[src/rtl/mem_access_ctrl.sv]
// Load/store sequencer for a word-wide synchronous memory.
// Byte and halfword stores are done as read-modify-write.
module mem_access_ctrl (
  input  logic        clk,
  input  logic        reset,
  input  logic [31:0] addr_in,
  input  logic        req,
  input  logic [2:0]  op,
  input  logic [31:0] wdata,
  output logic [31:0] mem_addr,
  output logic        mem_wr,
  output logic [31:0] mem_wdata,
  input  logic [31:0] mem_rdata,
  output logic [31:0] rdata,
  output logic        busy,
  output logic        done,
  output logic        err
);

  typedef enum logic [2:0] {
    IDLE, RD, WT, WR, FIN
  } state_t;

  localparam logic [2:0] OP_LW = 3'b000;
  localparam logic [2:0] OP_LH = 3'b001;
  localparam logic [2:0] OP_LB = 3'b010;
  localparam logic [2:0] OP_SW = 3'b011;
  localparam logic [2:0] OP_SH = 3'b100;
  localparam logic [2:0] OP_SB = 3'b101;

  state_t      state_q, state_d;
  logic [31:0] addr_q, addr_d;
  logic [31:0] wdata_q, wdata_d;
  logic [31:0] rdata_q, rdata_d;
  logic [2:0]  op_q, op_d;
  logic        err_q, err_d;

  logic        bad_in;
  logic        is_load;
  logic [4:0]  bsh;
  logic [4:0]  hsh;
  logic [31:0] ld_word;
  logic [31:0] mask;
  logic [31:0] ins;

  always_comb begin
    bad_in = 1'b0;
    unique case (1'b1)
      (op == OP_LW), (op == OP_SW):
        bad_in = (addr_in[1:0] != 2'b00);
      (op == OP_LH), (op == OP_SH):
        bad_in = addr_in[0];
      (op == OP_LB), (op == OP_SB):
        bad_in = 1'b0;
      default:
        bad_in = 1'b1;
    endcase
  end

  assign is_load = (op_q == OP_LW) || (op_q == OP_LH) ||
                   (op_q == OP_LB);
  assign bsh = {addr_q[1:0], 3'b000};
  assign hsh = {addr_q[1], 4'b0000};

  always_comb begin
    ld_word = mem_rdata;
    mask    = 32'h0000_00ff << bsh;
    ins     = {24'h0, wdata_q[7:0]} << bsh;
    if (op_q == OP_LH) begin
      ld_word = {16'h0, mem_rdata[hsh +: 16]};
    end else if (op_q == OP_LB) begin
      ld_word = {24'h0, mem_rdata[bsh +: 8]};
    end
    if (op_q == OP_SH) begin
      mask = 32'h0000_ffff << hsh;
      ins  = {16'h0, wdata_q[15:0]} << hsh;
    end
  end

  always_comb begin
    state_d = state_q;
    addr_d  = addr_q;
    wdata_d = wdata_q;
    rdata_d = rdata_q;
    op_d    = op_q;
    err_d   = err_q;
    unique case (state_q)
      IDLE: begin
        if (req) begin
          addr_d  = addr_in;
          op_d    = op;
          wdata_d = wdata;
          err_d   = bad_in;
          if (bad_in)
            state_d = FIN;
          else if (op == OP_SW)
            state_d = WR;
          else
            state_d = RD;
        end
      end
      RD: state_d = WT;
      WT: begin
        if (is_load) begin
          rdata_d = ld_word;
          state_d = FIN;
        end else begin
          wdata_d = (mem_rdata & ~mask) | ins;
          state_d = WR;
        end
      end
      WR:  state_d = FIN;
      FIN: state_d = IDLE;
      default: state_d = IDLE;
    endcase
  end

  always_ff @(posedge clk or negedge reset) begin
    if (!reset) begin
      state_q <= IDLE;
      addr_q  <= '0;
      wdata_q <= '0;
      rdata_q <= '0;
      op_q    <= '0;
      err_q   <= 1'b0;
    end else begin
      state_q <= state_d;
      addr_q  <= addr_d;
      wdata_q <= wdata_d;
      rdata_q <= rdata_d;
      op_q    <= op_d;
      err_q   <= err_d;
    end
  end

  // Outputs decode from registered state, so reset clears them at once.
  always_comb begin
    mem_addr  = '0;
    mem_wr    = 1'b0;
    mem_wdata = '0;
    if (state_q == RD || state_q == WT || state_q == WR)
      mem_addr = {addr_q[31:2], 2'b00};
    if (state_q == WR) begin
      mem_wr    = 1'b1;
      mem_wdata = wdata_q;
    end
  end

  assign busy  = (state_q != IDLE);
  assign done  = (state_q == FIN);
  assign err   = (state_q == FIN) && err_q;
  assign rdata = rdata_q;

endmodule

[config.mk]
export PLATFORM = sky130hd
export DESIGN_NAME = mem_access_ctrl
export DESIGN_NICKNAME = d
export VERILOG_FILES = /design/src/rtl/mem_access_ctrl.sv
export SDC_FILE = /design/constraint.sdc
export NUM_CORES = 1
export LEC_CHECK = 0
export BUFFER_PORTS_ARGS = -buffer_cell sky130_fd_sc_hd__buf_2
export CORE_ASPECT_RATIO = 0.8
export CORE_MARGIN = 2
export CORE_UTILIZATION = 47
export DETAILED_ROUTE_END_ITERATION = 16
export PLACE_DENSITY = 0.75
export SLEW_MARGIN = 20
export SYNTH_ARGS = -nofsm -noshare
export SYNTH_HDL_FRONTEND = slang
export SYNTH_SLANG_ARGS = --single-unit
[constraint.sdc]
create_clock -name clk -period 2.4 [get_ports clk]
set_input_delay 0 -clock clk [delete_from_list [all_inputs] [get_ports clk]]
set_output_delay 0 -clock clk [all_outputs]
set_load 0.005 [all_outputs]
==> flow_summary_export.csv, run 1 <==
group,metric,value,unit
status,status,"finished, final reports clean",
floorplanning,die_area,12500,sq um
routing,vias,5779,
global_route,grt_pass1_vias,5603,
logic_synthesis,avgSynthCellArea,9.18,sq um
finish,regArea,2580,sq um
setup_path,ff2ff_setup_slack,0.13,ns
timing,clock.fmax,0.441,GHz
logic_synthesis,synth_edf_count,0,
timing,finalSetupViolCount,0,
timing,rsz0062_at_grt,"no",
logic_synthesis,ys_seq_elements,103,
clock_network,cts_tree,"built",
logic_synthesis,synth_common_cells,"nand2_1 (145), dfrtp_1 (103), and2_1 (65)",
global_route,grt_max_degree,61,
global_route,grt_antenna_before_repair,0,
clock_network,clock_path_buffers,2,
timing,maxSlewHeadroom,48.4,%
setup_path,worst_r2r_endpoint,"wdata_q[5]",
floorplanning,num_io_pins,202,
logic_synthesis,synth_seq_area_share,47.1,%
flow_run,cap_violations,0,
power,vdd.ir_drop.worst,0.000741,V
setup_path,cp-startpoint,"state_q[2]",
finish,syn_to_final_growth,40.1,%
placement,post-dp-hpwl,12400,um
global_route,overflow,0,
setup_path,cp_data_required_time,2.63,ns
setup_path,cp.arrival,2.50,ns
power,pwr-share-seq,37.4,%
logic_synthesis,ys_types,55,
routing,vias_per_cell,5.73,
power,p_int,5170,uW
power,power.total,8910,uW
routing,postRouteAntennaNets,0,
placement,globalplace.congestion,0.854,
timing,min_period_over_period,94.4,%
floorplanning,num_rows,35,
timing,fin_skew,0.0147,ns
power,total_leakage_power,0.00389,uW
power,switching_power,3730,uW
setup_path,cp-start-kind,"flop",
routing,drt_wl_total,18600,um
clock_network,post_cts_buffers,0,
clock_network,cts_made_buffers,9,
logic_synthesis,synth-main-ff-cell,"dfrtp_1",
floorplanning,die_y,100,um
placement,port_buffers,199,
power,switching_share,41.9,%
setup_path,ff2ff_path_depth,6,
timing,tns,0,ns
floorplanning,initial_core_util,47.9,%
setup_path,cp_max_fo,15,
clock_network,cts-root-buf,"clkbuf_16",
timing,drv_slew,0,
clock_network,clk_pin_slew,0.08,ns
logic_synthesis,yosysMostFrequentCell,"nand2_1",
logic_synthesis,synth_area,5470,sq um
global_route,grt.total_usage,29.0,%
clock_network,clk_latency,0.35,ns
finish,num_antenna_cells,0,
power,p_comb_share,46.3,%
timing,worst_pin_slew,0.774,ns
setup_path,r2r-start,"state_q[2]",
global_route,grt_pass1_wl,28800,um
finish,fin_nets,958,
setup_path,cp-end-kind,"flop",
finish,fillers,886,
min_path,hold_class,"in -> reg",
power,clockPowerShare,16.3,%
finish,drive_above_1_share,29.2,%
finish,multi_input_comb_area,2630,sq um
routing,drcViolationCount,0,
logic_synthesis,synth_largest_area_cell,"dfrtp_1",
routing,drt_iter0_markers,390,
floorplanning,core_area,11400,sq um
routing,firstDrtPassIters,5,
logic_synthesis,async_reset_ff_share,100,%
routing,wl_per_cell,18.4,um
clock_network,cts_htree_levels,3,
setup_path,crit_end,"wdata_q[5]",
setup_path,critical_path_class,"reg -> reg",
timing,hold_viol,0,
logic_synthesis,yosysTopAreaCellShare,47.1,%
logic_synthesis,yosys_warnings,0,
timing,fin_crit,2.27,ns
floorplanning,die_x,125,um
logic_synthesis,synth.area.top_cells,"dfrtp_1 (47%), nand2_1 (9.9%), and2_1 (7.4%)",
power,power_per_cell_area,1160,nW/um^2
logic_synthesis,syn_inst,596,
clock_network,clock_sink_count,103,
[flip-flops by register name, indices dropped and copies added (netlist names)]
register and cells:
addr_q 32, err_q 1, op_q 3, rdata 32, state_q 3, wdata_q 32
[critical path, stage by stage (launching register included)]
cell,delay [ns]
dfrtp_1,0.52
nor3b_4,0.32
buf_6,0.22
o211ai_2,0.22
o22ai_1,0.20
dlygate4sd3_1,0.60
a2bb2oi_1,0.08
[per-layer routing]
| metal | part of all wire, % | global-route usage, % |
|---|---|---|
| met2 | 47 | 48.3 |
| met1 | 40 | 36.8 |
| met3 | 8.7 | 6.21 |
| met5 | 0 | 0 |
| met4 | 3.7 | 13.5 |
[metrics by stage]
stage / instances / area (sq um) / setup slack, ns / util [%] / hold slack [ns]
floorplan: 597 / 5470 / 0.724 / - / -0.296
global placement: 910 / 6530 / 0.529 / 57.1 / 0.0300
detailed placement: 910 / 6530 / 0.473 / 57.1 / 0.0370
CTS: 1008 / 7640 / 0.0829 / 66.9 / 0.0000132
global route: 1009 / 7660 / 0.0118 / 67.0 / 0.00948
finish: 1009 / 7660 / 0.135 / 67.0 / 0.00402
[timing repair]
item	4_1_cts	5_1_grt
hold buffers	82	0
resized for setup	0	6
hold endpoints to repair	122	0
endpoints found under the setup margin	0	4
[logic make-up after synthesis]
group	share of synthesized area, %
other	0.0686
AOI/OAI and AO/OA	20.8
adders and majority gates	0.183
and+or+nand+nor	25.0
muxes	1.83
buffers and inverters	4.94
DFF	47.1
[worst min-delay path by stage]
stage | startpoint | slack, ns | depth (start not counted) | end
floorplan | reset | -0.30 | 0 | addr_q[0]
global placement | reset | 0.03 | 1 | wdata_q[20]
detailed placement | reset | 0.04 | 1 | wdata_q[20]
CTS | mem_rdata[6] | 0.00001 | 3 | wdata_q[6]
global route | wdata[0] | 0.009 | 3 | wdata_q[0]
finish | wdata[28] | 0.004 | 3 | wdata_q[28]
[layout make-up]
| type | instances | share of cell area, % |
|---|---|---|
| repair buffers | 295 | 25.5 |
| clock inverters | 6 | 0.702 |
| multi-input cells | 442 | 34.4 |
| inverters | 5 | 0.245 |
| well taps | 148 | 2.42 |
| flip-flops and latches | 103 | 33.7 |
| clock buffers | 10 | 3.12 |
[cells in the final DEF (no fill, tap or decap), types with 4 or more instances in the layout]
| cell | netlist | layout |
|---|---|---|
| o21ai_1 | 12 | 12 |
| nor2_1 | 13 | 13 |
| nand2_1 | 145 | 145 |
| o2bb2ai_1 | 8 | 8 |
| mux2i_1 | 10 | 10 |
| inv_1 | 5 | 5 |
| o22ai_1 | 17 | 17 |
| o211ai_1 | 8 | 8 |
| clkinv_4 | 0 | 4 |
| a22oi_1 | 7 | 7 |
| a211oi_1 | 7 | 7 |
| dfrtp_1 | 103 | 99 |
| a2bb2oi_1 | 8 | 8 |
| a221oi_1 | 8 | 8 |
| nand3_1 | 16 | 16 |
| o21ai_0 | 28 | 28 |
| nor3_1 | 4 | 4 |
| dlygate4sd3_1 | 0 | 82 |
| nor2b_1 | 7 | 7 |
| buf_2 | 18 | 199 |
| and3_1 | 9 | 9 |
| a31oi_1 | 8 | 8 |
| o41ai_2 | 4 | 4 |
| a22o_1 | 17 | 17 |
| and2_1 | 65 | 65 |
| clkbuf_16 | 0 | 9 |
| dfrtp_2 | 0 | 4 |
| buf_4 | 6 | 11 |
[power by group through the flow]
stage / registers [uW] / clock network [uW] / logic [uW]
6_report: 3330 / 1450 / 4120
2_1_floorplan: 3040 / 0 / 2800
4_1_cts: 3290 / 1470 / 4040
3_5_place_dp: 3310 / 0 / 3910
3_3_place_gp: 3280 / 0 / 3760
5_1_grt: 3430 / 1540 / 4550
Power figures use the tool's default switching activity.
==> run 2, diff against run 1 <==
--- a/config.mk
+++ b/config.mk
@@ -11,6 +11,7 @@
 export CORE_UTILIZATION = 47
 export DETAILED_ROUTE_END_ITERATION = 16
 export PLACE_DENSITY = 0.75
+export REMOVE_ABC_BUFFERS = 1
 export SLEW_MARGIN = 20
 export SYNTH_ARGS = -nofsm -noshare
 export SYNTH_HDL_FRONTEND = slang
==> run 2 against run 1 <==
  * First-iteration DRC count grew 47%
  * Die area unchanged
  * Combinational power fell by 2%
  * Sequential cell count unchanged
  * Clock skew down 0.0092 ns
  * Maximum frequency grew 0.29%
  * Critical endpoint is now wdata_q[6]
==> flow_summary_export.csv, run 2 (same netlist as run 1, synthesis figures left out) <==
group,metric,value,unit
clock_network,clock_path_buffers,2,
global_route,grt.total_usage,28.3,%
floorplanning,die_y,100,um
timing,tns,0,ns
finish,fin_nets,957,
power,power.total,9010,uW
routing,vias_per_cell,5.55,
routing,vias,5599,
setup_path,cp.arrival,2.53,ns
global_route,grt_max_degree,53,
placement,port_buffers,199,
routing,wl_per_cell,17.8,um
setup_path,path_cells,"or4b_1 > o211ai_2 > o22ai_1 > dlygate4sd3_1 > a2bb2oi_1",
placement,globalplace.congestion,0.884,
timing,clock.fmax,0.443,GHz
timing,finalSetupViolCount,0,
timing,fin_crit,2.26,ns
timing,rsz0062_at_grt,"no",
finish,fin_area,7670,sq um
setup_path,cp-start-kind,"flop",
setup_path,critical_path_class,"reg -> reg",
routing,firstDrtPassIters,6,
floorplanning,num_rows,35,
clock_network,cts_htree_levels,3,
floorplanning,die_area,12500,sq um
clock_network,cts-root-buf,"clkbuf_16",
routing,drt_wl_total,18000,um
clock_network,clk_pin_slew,0.07,ns
setup_path,cp_max_fo,14,
flow_run,cap_violations,0,
global_route,grt_antenna_before_repair,1,
finish,mostFrequentLayoutCell,"buf_2",
clock_network,post_cts_buffers,0,
min_path,hold_class,"in -> reg",
clock_network,cts_made_buffers,9,
global_route,grt_pass1_vias,5348,
clock_network,clk_latency,0.35,ns
setup_path,cp-end-kind,"flop",
setup_path,ff2ff_path_depth,5,
status,status,"finished, final reports clean",
setup_path,cp_data_required_time,2.67,ns
power,total_leakage_power,0.00391,uW
clock_network,cts_tree,"built",
finish,fillers,907,
finish,final_cell_mix,"buf_2 (199), nand2_1 (145), dfrtp_1 (102)",
routing,drcViolationCount,0,
floorplanning,die_x,125,um
timing,maxSlewHeadroom,51.0,%
finish,drive_above_1_share,29.0,%
timing,min_period_over_period,94.1,%
routing,postRouteAntennaNets,0,
timing,drv_slew,0,
setup_path,cp_slowest_cell,"or4b_1",
floorplanning,initial_core_util,47.9,%
power,power_per_cell_area,1170,nW/um^2
floorplanning,core_area,11400,sq um
placement,post-dp-hpwl,12300,um
power,vdd.ir_drop.worst,0.000562,V
finish,syn_to_final_growth,40.3,%
clock_network,clock_sink_count,103,
placement,placed_cell_area,6510,sq um
placement,dp_cells,911,
global_route,grt_pass1_wl,28100,um
global_route,overflow,0,
min_path,hold_depth,3,
floorplanning,num_io_pins,202,
timing,hold_viol,0,
routing,drt_iter0_markers,573,
finish,stdcell_count,1009,
timing,worst_pin_slew,0.736,ns
timing,fin_skew,0.00552,ns
setup_path,slowest_delay,0.60,ns
-- run 2: cell types whose count changed in the layout (fill, tap and decap cells not counted), sizes merged --
cell | before | now
diode | 0 | 1
clkbuf | 10 | 12
bufinv | 0 | 2
buf | 213 | 214
clkinv | 4 | 1
inv | 6 | 5
dlygate4sd3 | 82 | 80
-- run 2: cell type report --
cell class | count | area [sq um] | share of cell area [%]
clock inverter | 4 | 76.3 | 0.995
tap | 148 | 185 | 2.41
clock buffer | 12 | 267 | 3.47
antenna | 1 | 2.50 | 0.0326
multi-input combinational | 442 | 2630 | 34.3
timing repair buffer | 294 | 1910 | 24.9
sequential | 103 | 2580 | 33.6
inverter | 5 | 18.8 | 0.245
-- run 2: metal layers --
| layer | up-vias | part of all wire [%] | GRT usage, % |
|---|---|---|---|
| met5 | - | 0 | 0 |
| li1 | 2611 | - | - |
| met1 | 2690 | 43 | 39.2 |
| met2 | 258 | 47 | 44.6 |
| met4 | 0 | 2.2 | 7.87 |
| met3 | 40 | 8.2 | 7.32 |
-- run 2: worst paths after layout --
kind                            startpoint     endpoint  slack (ns)
worst max-delay path               op_q[0]   wdata_q[6]        0.14
max in group asynchronous            reset      op_q[0]        1.34
worst min-delay path             wdata[10]  wdata_q[10]        0.01
min in group asynchronous            reset   addr_q[11]        0.24
worst max register to register     op_q[0]   wdata_q[6]        0.14
worst min register to register  addr_q[12]   addr_q[12]        0.47
-- run 2: report_power, final --
part	total [uW]	switching, uW	internal, uW
registers	3340	745	2600
logic	4030	2240	1790
clock network	1640	640	1000
total	9010	3630	5390
-- run 2: timing repair --
action / CTS / global route
gates resized for setup: 0 / 3
hold buffers: 80 / 0
hold endpoints to repair: 131 / 0
endpoints found under the setup margin: 0 / 2
-- run 2: critical path, delay by kind of cell, from the launching register on --
family	cells	cell delay (ns)
DFF	1	0.55
AOI/OAI and AO/OA	3	0.46
buffers and inverters	1	0.58
and+or+nand+nor	1	0.60
-- run 2: metrics by stage --
step / utilization, % / setup WS [ns] / hold WS (ns)
2_1_floorplan: - / -0.907 / -0.296
3_3_place_gp: 57.0 / 0.536 / 0.0622
3_5_place_dp: 57.0 / 0.372 / 0.0769
4_1_cts: 67.0 / 0.0663 / 0.00196
5_1_grt: 67.1 / 0.00475 / 0.0294
6_report: 67.1 / 0.142 / 0.0111
